[src/rtl/riscv_pkg.sv]
// Shared RISC-V definitions used by the load/store unit: funct3 access codes,
// LSU FSM state encoding, opcode constants and small decode helpers.
package riscv_pkg;

   localparam logic [2:0] F3_B  = 3'b000;
   localparam logic [2:0] F3_H  = 3'b001;
   localparam logic [2:0] F3_W  = 3'b010;
   localparam logic [2:0] F3_BU = 3'b100;
   localparam logic [2:0] F3_HU = 3'b101;

   localparam logic [6:0] OPC_LOAD  = 7'b0000011;
   localparam logic [6:0] OPC_STORE = 7'b0100011;

   typedef enum logic [1:0] {
      ST_IDLE     = 2'd0,
      ST_REQ      = 2'd1,
      ST_WAIT_RSP = 2'd2
   } lsu_state_e;

   function automatic logic f3_legal(input logic [2:0] f3);
      return (f3 == F3_B) || (f3 == F3_H) || (f3 == F3_W) ||
             (f3 == F3_BU) || (f3 == F3_HU);
   endfunction

   // Halfword needs addr[0]==0, word needs addr[1:0]==0.
   function automatic logic f3_misaligned(input logic [2:0] f3, input logic [1:0] a);
      return (((f3 == F3_H) || (f3 == F3_HU)) && a[0]) ||
             ((f3 == F3_W) && (a != 2'b00));
   endfunction

endpackage

[src/rtl/lsu_align.sv]
// Combinational lane logic for the LSU: store byte-lane replication and strobes,
// load lane select with sign/zero extension. Size/sign come from funct3.
module lsu_align
   import riscv_pkg::*;
(
   input  logic [2:0]  i_funct3,
   input  logic [1:0]  i_addr_lo,
   input  logic [31:0] i_st_data,
   input  logic [31:0] i_ld_word,
   output logic [31:0] o_st_data,
   output logic [3:0]  o_st_strb,
   output logic [31:0] o_ld_data
);

   logic [31:0] w_shifted;
   logic [7:0]  w_byte;
   logic [15:0] w_half;
   logic        w_unsigned;

   always_comb begin
      w_shifted  = i_ld_word >> {i_addr_lo, 3'b000};
      w_byte     = w_shifted[7:0];
      w_half     = i_addr_lo[1] ? i_ld_word[31:16] : i_ld_word[15:0];
      w_unsigned = i_funct3[2];
   end

   // funct3[1:0] carries the size; bit 2 only selects zero extension on loads.
   always_comb begin
      o_st_data = i_st_data;
      o_st_strb = 4'b1111;
      o_ld_data = i_ld_word;
      case (i_funct3[1:0])
         2'b00: begin
            o_st_data = {4{i_st_data[7:0]}};
            o_st_strb = 4'b0001 << i_addr_lo;
            o_ld_data = w_unsigned ? {24'd0, w_byte} : {{24{w_byte[7]}}, w_byte};
         end
         2'b01: begin
            o_st_data = {2{i_st_data[15:0]}};
            o_st_strb = i_addr_lo[1] ? 4'b1100 : 4'b0011;
            o_ld_data = w_unsigned ? {16'd0, w_half} : {{16{w_half[15]}}, w_half};
         end
         default: begin
            o_st_data = i_st_data;
            o_st_strb = 4'b1111;
            o_ld_data = i_ld_word;
         end
      endcase
   end

endmodule

[src/rtl/lsu_ctrl.sv]
// Load/store unit controller: valid/ready request + response handshake with data
// memory, pipeline stall, load write-back. Build macro: LSU_MISALIGN_TRAP_EN.
//
// state       | meaning
// ------------+----------------------------------------------------------
// ST_IDLE     | no access in flight; accepts mem_read ^ mem_write
// ST_REQ      | dmem_req_valid high, request fields held until ready
// ST_WAIT_RSP | load accepted by memory, waiting for dmem_rsp_valid
module lsu_ctrl
   import riscv_pkg::*;
#(
   parameter int TIMEOUT_CYCLES = 255
)(
   input  logic        clk,
   input  logic        rst_n,
   input  logic        mem_read,
   input  logic        mem_write,
   input  logic [2:0]  funct3,
   input  logic [31:0] addr,
   input  logic [31:0] wdata,
   input  logic [4:0]  rd_in,
   output logic        stall,
   output logic        load_valid,
   output logic [31:0] load_data,
   output logic [4:0]  rd_out,
   output logic        bus_err,
   output logic        misaligned,
   output logic        dmem_req_valid,
   input  logic        dmem_req_ready,
   output logic        dmem_we,
   output logic [31:0] dmem_addr,
   output logic [31:0] dmem_wdata,
   output logic [3:0]  dmem_wstrb,
   input  logic        dmem_rsp_valid,
   input  logic [31:0] dmem_rdata
);

   localparam int CW = (TIMEOUT_CYCLES < 2) ? 1 : $clog2(TIMEOUT_CYCLES + 1);
   localparam logic [CW-1:0] TC_LAST = CW'(TIMEOUT_CYCLES - 1);

   lsu_state_e  r_state;
   logic [31:0] r_addr;
   logic [31:0] r_wdata;
   logic [2:0]  r_funct3;
   logic [4:0]  r_rd;
   logic        r_we;
   logic [CW-1:0] r_cnt;
   logic        r_load_valid;
   logic [31:0] r_load_data;
   logic [4:0]  r_rd_out;
   logic        r_bus_err;
   logic        r_misaligned;

   logic        w_idle;
   logic        w_start;
   logic        w_both;
   logic        w_misal;
   logic        w_timeout;
   logic        w_in_req;
   logic [31:0] w_st_data;
   logic [3:0]  w_st_strb;
   logic [31:0] w_ld_data;

   assign w_idle    = (r_state == ST_IDLE);
   assign w_start   = w_idle & (mem_read ^ mem_write);
   assign w_both    = w_idle & mem_read & mem_write;
   assign w_in_req  = (r_state == ST_REQ);
   assign w_timeout = (TIMEOUT_CYCLES != 0) && (r_cnt == TC_LAST);

`ifdef LSU_MISALIGN_TRAP_EN
   assign w_misal = f3_misaligned(funct3, addr[1:0]);
`else
   assign w_misal = 1'b0;
`endif

   lsu_align u_align (
      .i_funct3  (r_funct3),
      .i_addr_lo (r_addr[1:0]),
      .i_st_data (r_wdata),
      .i_ld_word (dmem_rdata),
      .o_st_data (w_st_data),
      .o_st_strb (w_st_strb),
      .o_ld_data (w_ld_data)
   );

   always_ff @(posedge clk) begin
      if (!rst_n) begin
         r_state      <= ST_IDLE;
         r_addr       <= '0;
         r_wdata      <= '0;
         r_funct3     <= '0;
         r_rd         <= '0;
         r_we         <= 1'b0;
         r_cnt        <= '0;
         r_load_valid <= 1'b0;
         r_load_data  <= '0;
         r_rd_out     <= '0;
         r_bus_err    <= 1'b0;
         r_misaligned <= 1'b0;
      end else begin
         r_load_valid <= 1'b0;
         r_bus_err    <= 1'b0;
         r_misaligned <= 1'b0;
         case (r_state)
            ST_IDLE: begin
               if (w_both) begin
                  r_bus_err <= 1'b1;
               end else if (w_start) begin
                  if (!f3_legal(funct3)) begin
                     r_bus_err <= 1'b1;
                  end else if (w_misal) begin
                     r_misaligned <= 1'b1;
                  end else begin
                     r_addr   <= addr;
                     r_wdata  <= wdata;
                     r_funct3 <= funct3;
                     r_rd     <= rd_in;
                     r_we     <= mem_write;
                     r_cnt    <= '0;
                     r_state  <= ST_REQ;
                  end
               end
            end
            // A handshake in the last allowed cycle still completes.
            ST_REQ: begin
               r_cnt <= r_cnt + 1'b1;
               if (dmem_req_ready) begin
                  r_state <= r_we ? ST_IDLE : ST_WAIT_RSP;
               end else if (w_timeout) begin
                  r_bus_err <= 1'b1;
                  r_state   <= ST_IDLE;
               end
            end
            ST_WAIT_RSP: begin
               r_cnt <= r_cnt + 1'b1;
               if (dmem_rsp_valid) begin
                  r_load_valid <= 1'b1;
                  r_load_data  <= w_ld_data;
                  r_rd_out     <= r_rd;
                  r_state      <= ST_IDLE;
               end else if (w_timeout) begin
                  r_bus_err <= 1'b1;
                  r_state   <= ST_IDLE;
               end
            end
            default: r_state <= ST_IDLE;
         endcase
      end
   end

   assign stall          = w_start | ~w_idle;
   assign load_valid     = r_load_valid;
   assign load_data      = r_load_data;
   assign rd_out         = r_rd_out;
   assign bus_err        = r_bus_err;
   assign misaligned     = r_misaligned;

   // Request fields are forced to zero outside ST_REQ so the bus sees no stale lanes.
   assign dmem_req_valid = w_in_req;
   assign dmem_we        = w_in_req & r_we;
   assign dmem_addr      = w_in_req ? {r_addr[31:2], 2'b00} : 32'd0;
   assign dmem_wdata     = (w_in_req & r_we) ? w_st_data : 32'd0;
   assign dmem_wstrb     = (w_in_req & r_we) ? w_st_strb : 4'd0;

endmodule

[config.mk]
export PLATFORM = sky130hd
export DESIGN_NAME = lsu_ctrl
export DESIGN_NICKNAME = d
export VERILOG_FILES = /design/src/rtl/riscv_pkg.sv /design/src/rtl/lsu_align.sv /design/src/rtl/lsu_ctrl.sv
export SDC_FILE = /design/constraint.sdc
export NUM_CORES = 1
export LEC_CHECK = 0
export CAP_MARGIN = 20
export CORE_UTILIZATION = 45
export DETAILED_ROUTE_END_ITERATION = 7
export PLACE_DENSITY = 0.86
export SYNTH_ARGS = -nofsm -noshare
export SYNTH_HDL_FRONTEND = slang
export SYNTH_HIERARCHICAL = 1
export SYNTH_SLANG_ARGS = --single-unit
[constraint.sdc]
create_clock -name clk -period 1.99 [get_ports clk]
set_input_delay 0.398 -clock clk [delete_from_list [all_inputs] [get_ports clk]]
set_output_delay 0.398 -clock clk [all_outputs]
set_load 0.02 [all_outputs]
==> Word-level counts from Yosys, hierarchy flattened <==
Cells that the tools add are included.
W data, S select, Z words.
{ "word_totals": {"mem_count": 0, "register_bits": 122, "mem_bits_rw": 0, "mem_bits_ro": 0, "latchBits": 0, "inputBits": 110, "output_inout_bits": 111} }
{ "op_classes": {"n_div": 0, "n_bitwise": 8, "n_lt_le_gt_ge": 0, "n_eq_ne": 11, "n_shift": 2, "muxes": 30, "n_reduce_logical": 14, "n_addsub": 1, "mul": 0} }
{ "ops": {"columns": ["cell", "count"], "rows": [
  ["$mux W32", 4],
  ["$pmux W32 S2", 2],
  ["$shr A32 B5 Y8", 1],
  ["$mux W8", 3],
  ["$mux W16", 1],
  ["$pmux W8 S2", 1],
  ["$mux W2", 7],
  ["$add A8 B1 Y8 const B", 1],
  ["$eq A8 B8 Y1 const B", 1],
  ["$mux W4", 2],
  ["$pmux W4 S2", 1],
  ["$reduce_and A4 Y1", 2],
  ["$mux W1", 7],
  ["$eq A3 B3 Y1 const B", 2],
  ["$pmux W2 S3", 1],
  ["$and A1 B1 Y1", 4],
  ["$eq A2 B1 Y1 const B", 2],
  ["$logic_not A2 Y1", 2],
  ["$logic_or A1 B1 Y1", 4],
  ["$ne A2 B1 Y1 const B", 2],
  ["$reduce_and A2 Y1", 2],
  ["$shl A1 B2 Y4 const A", 1],
  ["$eq A3 B1 Y1 const B", 1],
  ["$eq A3 B2 Y1 const B", 1],
  ["10 further kinds", 11]
]} }

==> Logic depth before layout (Yosys ltp) <==
{ "depth": {"ltp_word": 9, "ltp_mapped": 7, "mapped_depth_nobuf": 6} }

==> Cells and area by module <==
Netlist, hierarchy kept.
{ "by_module_without_submodules": {"columns": ["mod", "cells_each", "instances", "area_per_inst_um2"], "rows": [
  ["lsu_ctrl", 639, 1, 5188.7],
  ["lsu_align", 188, 1, 1258.7]
]} }

==> Worst setup path after synthesis <==
Ideal clock, no wire load.
{ "synth_path": {"path_type": "register to output", "from": "reg r_state[1]", "to": "out dmem_addr[10]", "path_slack_ns": 0.140, "required_time_ns": 1.592, "path_stages_with_launch": 6, "arrival_ns": 1.452, "cell_sequence": "dfxtp_1 > inv_1 > ha_1 > clkbuf_1 > clkbuf_1 > and2_1"} }
{ "synth_between": {"elab_chain_cells": 2} }
{ "synth_rtl": {"columns": ["item", "line", "source"], "rows": [
  ["start, declared", "lsu_ctrl.sv:41", "lsu_state_e r_state;"],
  ["start signal, assigned", "lsu_ctrl.sv:128", "r_state <= r_we ? ST_IDLE : ST_WAIT_RSP;"],
  ["$eq A2 B1 Y1", "lsu_ctrl.sv:67", "assign w_in_req = (r_state == ST_REQ);"],
  ["via dmem_req_valid", "lsu_ctrl.sv:28", "output logic dmem_req_valid,"],
  ["$mux W32", "lsu_ctrl.sv:161", "assign dmem_addr = w_in_req ? {r_addr[31:2], 2'b00} : 32'd0;"],
  ["end, declared", "lsu_ctrl.sv:31", "output logic [31:0] dmem_addr,"]
]} }
The timed path passes the listed nets, and every way through them passes these cells.

==> Worst setup path in the final report <==
{ "layout_path": {"from": "reg r_funct3[0]", "to": "out dmem_wdata[15]"} }
{ "layout_between": {"elab_chain_cells": 3, "elab_cells_between_ends": 4, "cone_classes": "eq/ne: 1; mux: 2; reduce/logical: 1"} }
{ "layout_rtl": {"columns": ["item", "line", "source"], "rows": [
  ["start, declared", "lsu_ctrl.sv:44", "logic [2:0] r_funct3;"],
  ["start signal, assigned", "lsu_ctrl.sv:116", "r_funct3 <= funct3;"],
  ["$eq A2 B1 Y1 or $logic_not A2 Y1 (tied branches)", "lsu_align.sv:32", "case (i_funct3[1:0])"],
  ["$pmux W32 S2 (*)", "lsu_align.sv:32", null],
  ["via w_st_data[15]", "lsu_ctrl.sv:60", "logic [31:0] w_st_data;"],
  ["$mux W32 (*)", "lsu_ctrl.sv:162", "assign dmem_wdata = (w_in_req & r_we) ? w_st_data : 32'd0;"],
  ["end, declared", "lsu_ctrl.sv:32", "output logic [31:0] dmem_wdata,"]
]} }
The timed path passes the listed nets; every way through them passes the cells marked *.

==> flow_metrics.env <==
export IMPL_synth_most_common_cell="nand2_1"
export IMPL_vias_per_cell=5.38
export IMPL_antenna_found_initial=0
export IMPL_path_delay_family="simple AND/OR/NAND/NOR gates"
export IMPL_cts_made_buffers=17
export IMPL_pin_count=221
export IMPL_clock_fmax_mhz=491
export IMPL_area_delta_synth_final_pct=47.9
export IMPL_min_to="r_state[0]$_SDFFE_PN0P_"
export IMPL_grt_pass1_vias=6169
export IMPL_cts_max_path_buffers=2
export IMPL_drive_above_1_share_pct=18.2
export IMPL_netlist_area_leader_share_pct=37.9
export IMPL_worstSetupEndpointType="output port"
export IMPL_syn_area_per_cell_um2=7.80
export IMPL_yosysTopAreaCell="dfxtp_1"
export IMPL_timing_max_cap_violations=0
export IMPL_syn_inst=827
export IMPL_core_um2=13900
export IMPL_num_nets_final=1157
export IMPL_ys_warn_count=6
export IMPL_final_util_pct=68.4
export IMPL_n_antenna_cell=0
export IMPL_cp_max_fo=9
export IMPL_violations="negative setup slack"
export IMPL_yosysSeqAreaShare_pct=37.9
export IMPL_clkSinkCount=122
export IMPL_ys_async_sr_fraction_pct=0
export IMPL_finalCritPeriodShare_pct=102
export IMPL_postLayoutCellArea_um2=9540
export IMPL_yosysUniqueCellTypes=49
export IMPL_yosys_top_cells_area="dfxtp_1 38%, nand2_1 15%, a21boi_0 13%"
export IMPL_regToRegEndpoint="r_cnt[7]$_SDFFE_PN0P_"
export IMPL_status="finished with violations"
export IMPL_die_area_um2=14800
export IMPL_ys_flop_type="dfxtp_1"
export IMPL_slew_viol_final=0
export IMPL_setup_viol=3
export IMPL_cts_root_buffer_cell="clkbuf_16"
export IMPL_hp_class="in -> reg"
export IMPL_critPathSlowestCell="dfxtp_4"
export IMPL_vias=6637
export IMPL_yosys_top_cells_count="264 x nand2_1, 122 x dfxtp_1, 110 x a21boi_0"
export IMPL_peakVddDrop_mv=0.581
export IMPL_ys_ff_latch=122
export IMPL_finClkSkew_ps=5.72
export IMPL_cts_tree="done"
export IMPL_die_x_um=122
export IMPL_tns_ps=-65.7
export IMPL_worstHoldStart="rst_n"
export IMPL_ant_nets=0
export IMPL_setup_worst_path_class="reg -> out"
export IMPL_hpwl_um=13600
export IMPL_cpMostUsedCell="nand2_1"
export IMPL_grt_pass1_wl_um=30700
export IMPL_die_h_um=122
export IMPL_rsz0062_at_grt="yes"
export IMPL_drt_iter0_drc=625
export IMPL_grt_start_max_net_pins=117
export IMPL_final_cells=1234
export IMPL_clock_latency_ps=410
export IMPL_r2r_start="r_state[1]$_SDFFE_PN0P_"
export IMPL_start_util_pct=46.3
export IMPL_wl_per_cell_um=16.2
export IMPL_leakage_nw=3.82
export IMPL_cp_cell_sequence="or2_4 > nand2_1 > nand2_1 > and3_1 > buf_4"
export IMPL_postCtsHoldBufs=0
export IMPL_arrival_ps=1640
export IMPL_min_period_ps=2040
export IMPL_path_clk_slew_ps=50
export IMPL_drc=0
export IMPL_io_buffers=217
export IMPL_grt_ovfl_total=0
export IMPL_placed_area_um2=8970
export IMPL_start_kind="register"
export IMPL_worst_r2r_path_depth=8
export IMPL_required_ps=1590
export IMPL_dp_cells=1197
export IMPL_gp_congestion=0.873
export IMPL_synth_edf_count=0
export IMPL_worstHoldPathCells=3
export IMPL_rrSetupSlack_ps=120
export IMPL_cp_num_buf_inv=1
export IMPL_num_rows=43
export IMPL_ctsHtreeMaxLevel=4
export IMPL_slowest_delay_ps=370
export IMPL_drt_total_wl_um=19900
export IMPL_syn_cell_area_um2=6450
export IMPL_fin_ws_ps=-45.4
export IMPL_grt_util_all_layers_pct=26.7
export IMPL_hold_violations=0
export IMPL_dr_pass1_iters=6
export IMPL_power_density_nw_per_um2=761
export IMPL_total_power_mw=7.26
-- timing repair --
item,CTS,global route
gates resized for setup,289,50
setup endpoints to repair,69,47
setup buffers,1,1
cloned,2,1
pin swaps,0,3
-- registers in the layout (all words and copies together), names as in the netlist --
register	flops
load_data	32
r_addr	32
r_wdata	32
r_cnt	8
r_rd	5
rd_out	5
r_funct3	3
r_state	2
bus_err	1
load_valid	1
r_we	1
-- tightest hold or removal path: cells and delay by family --
kind                   cells  cell delay, ps
AOI/OAI and AO/OA          1             100
buffers and inverters      1             130
and+or+nand+nor            1             180
-- metrics by stage --
step	setup WS (ps)	hold slack, ps
floorplan	140	439
global placement	-265	445
detailed placement	-272	453
CTS	-23.1	414
global route	-75.1	453
finish	-45.4	435
-- layout make-up --
type / instances / area (um2)
clock inverters: 7 / 88.8
fillers: 1136 / 4400
well taps: 180 / 225
flip-flops and latches: 122 / 2450
clock buffers: 25 / 495
inverters: 10 / 37.5
repair buffers: 271 / 2570
multi-input cells: 619 / 3670
-- metal layers --
metal / global-route usage (%) / vias up / part of all wire (%)
li1: - / 3201 / -
met1: 32.0 / 3086 / 41
met2: 45.4 / 297 / 49
met3: 5.90 / 53 / 6.7
met5: 0 / - / 0
met4: 12.0 / 0 / 3.0
-- how the worst max path moves through the flow --
stage	cells past startpoint	endpoint	startpoint
6_report	5	dmem_wdata[15]	r_funct3[0]$_SDFFE_PN0P_
2_1_floorplan	5	dmem_addr[10]	r_state[1]$_SDFFE_PN0P_
3_3_place_gp	4	stall	mem_write
4_1_cts	4	dmem_wdata[21]	r_funct3[1]$_SDFFE_PN0P_
5_1_grt	5	dmem_wdata[15]	r_funct3[0]$_SDFFE_PN0P_
3_5_place_dp	4	stall	mem_write
-- logic make-up after synthesis --
kind of cell	after synthesis	synth area share, %
and+or+nand+nor	392	27.6
AOI/OAI and AO/OA	189	21.7
DFF	122	37.9
buffers and inverters	88	6.70
muxes	27	4.52
adders and majority gates	7	1.32
other	1	0.0582
xor gates and xnor gates	1	0.252
-- where the power goes --
group	total, mW	internal, mW	switching [mW]
clock network	3.05	1.97	1.08
registers	2.68	2.58	0.0993
logic	1.53	0.770	0.758
total	7.26	5.32	1.94
-- placed cells by master, fill, tap and decap left out, drive strengths merged, types with 2 or more instances in the layout --
master	instances
a21boi	110
a21oi	8
a221o	7
a22oi	9
a31oi	2
and2	34
and3	38
buf	117
bufinv	2
clkbuf	27
clkdlybuf4s15	3
clkdlybuf4s50	147
clkinv	5
conb	3
dfxtp	122
ha	6
inv	10
mux2	11
mux2i	16
nand2	264
nand2b	4
nand3	4
nand4	2
nor2	11
nor2b	20
o21ai	17
o21bai	4
o221ai	7
o22ai	18
o31ai	3
or2	3
or3	4
or4	3
(Power assumes the default switching activity.)
==> RTL edit (same flow settings) <==
Make the reset (`rst_n`) asynchronous in one clocked block.
--- a/src/rtl/lsu_ctrl.sv
+++ b/src/rtl/lsu_ctrl.sv
@@ -83,7 +83,7 @@
       .o_ld_data (w_ld_data)
    );
 
-   always_ff @(posedge clk) begin
+   always_ff @(posedge clk or negedge rst_n) begin
       if (!rst_n) begin
          r_state      <= ST_IDLE;
          r_addr       <= '0;
Function: differs if rst_n is asserted again (counterexample within 4 cycles, from zero or initial values and one cycle with rst_n low); with rst_n held inactive, the same outputs for 4 cycles.
==> RTL edit against the unedited design <==
Non-clock buffer count rose by 30. Worst setup slack got worse by 130 ps. First-iteration DRC count fell by 37%. Routed wire length rose by 13%. Clock skew rose by 12 ps. Area after synthesis rose by 1.9%. Die area rose by 1.9%. Sequential cell count did not move. Hold slack got worse by 44 ps. Cell area rose by 11%. The run still ends with negative setup slack left. Synthesized cell count fell by 30%.
Power is not compared: it rests on default switching activity, and its combinational part moved more than twofold at a synthesized area within 25%.
==> RTL edit: results <==
[worst_setup_path]
arrival_ps = 1770
critPathMaxStageDelay_ps = 400
cp_slowest_cell = "dfrtp_1"
path_max_fanout = 6

[detailed_routing]
route.met2.wl_mm = 11.40
routed_wl_mm = 22.57
met1Wirelength_mm = 8.408
via_count = 5892
drtIter0Drc = 395
routed-wl-met3_mm = 1.807
first_pass_iters = 5
wire_per_inst_um = 21.62

[finish]
final.clkbuf_count = 21
multi_input_area_um2 = 3421
nonClockBufferCount = 301
drive_gt1_share_pct = 43.06
layout.nets = 967
nFillCells = 842
regArea_um2 = 3057
seq-cell-share_pct = 28.89
multi_input_comb_cells = 399
clock_area_share_pct = 5.263
area_share_nonclk_buffers_pct = 31.02

[global_route]
grt_pass1_vias = 6174
grt_max_degree = 48
grt.met1_usage_pct = 32.22
grt_usage_pct = 28.46
use_met2_pct = 49.30
use_met3_pct = 8.225
grt_pass1_wl_mm = 32.15

[logic_synthesis]
avgSynthCellArea_um2 = 11.29
synth_top_cells_by_count = "122 x dfrtp_1, 119 x mux2_2, 46 x nand2_1, 36 x and3_1, 32 x and2_1"
ys_types = 46
synth_xor_area_share_pct = 0.2666
synth_compound_area_share_pct = 8.646
muxShareOfSynthArea_pct = 23.29
synthAdderAreaFrac_pct = 1.295
synth_area_leaders = "dfrtp_1 46%, mux2_2 20%, and3_1 3.4%"
seq_area_frac_synth_pct = 46.47
synth-async-reset-ratio_pct = 100.0

[place]
place_area_um2 = 9111
dpl_worst_slack_ps = -202.4
gp_congestion = 0.9026
dpl.hpwl_mm = 13.43

[power_and_ir_drop]
power.ir.vdd_worst_mv = 0.9883
p_per_area_nw_per_um2 = 1771

[hold_path]
hold_path.class = "primary input to asynchronous set/reset pin"

[timing]
worst_slack_ps = -178.3
setup_tns_ps = -5879
finalSetupViolCount = 66
clock_skew_ps = 17.30

[floorplan]
coreArea_um2 = 14040

[clock_network]
cts-resized-gates = 419
cts_made_buffers = 17
cts_setup_buffers = 12
holdBufCountCts = 1

[status]
status = "finished, violations left"
violations = "negative setup slack"
==> RTL edit: cell count changes in the layout (fill, tap and decap cells not counted), moves of 43 or more <==
cell      before  now
buf_2         44    1
nand2_1      264   46
buf_6         17   71
dfxtp_1      117    0
mux2_2         5  110
a21boi_0     110    0
dfrtp_1        0  119
==> RTL edit: path summary, 6_finish.rpt <==
check | end | depth (start not counted) | start | slack, ps
max | dmem_wdata[15] | 6 | r_state[1] | -180
min | load_data[22] | 2 | rst_n | 390
max reg2reg | load_data[1] | 9 | r_funct3[0] | -30
min reg2reg | load_data[14] | 1 | load_data[14] | 500
max in group asynchronous | load_data[5] | 3 | rst_n | 1010
min in group clk | load_data[14] | 1 | load_data[14] | 500
==> RTL edit: critical path: cells and delay by family, from the launching register on <==
| kind | cells | cell delay (ps) |
|---|---|---|
| buffers and inverters | 4 | 520 |
| flip-flops | 1 | 400 |
| adder cells (fa/ha/maj) | 1 | 240 |
| AND/OR/NAND/NOR | 1 | 180 |
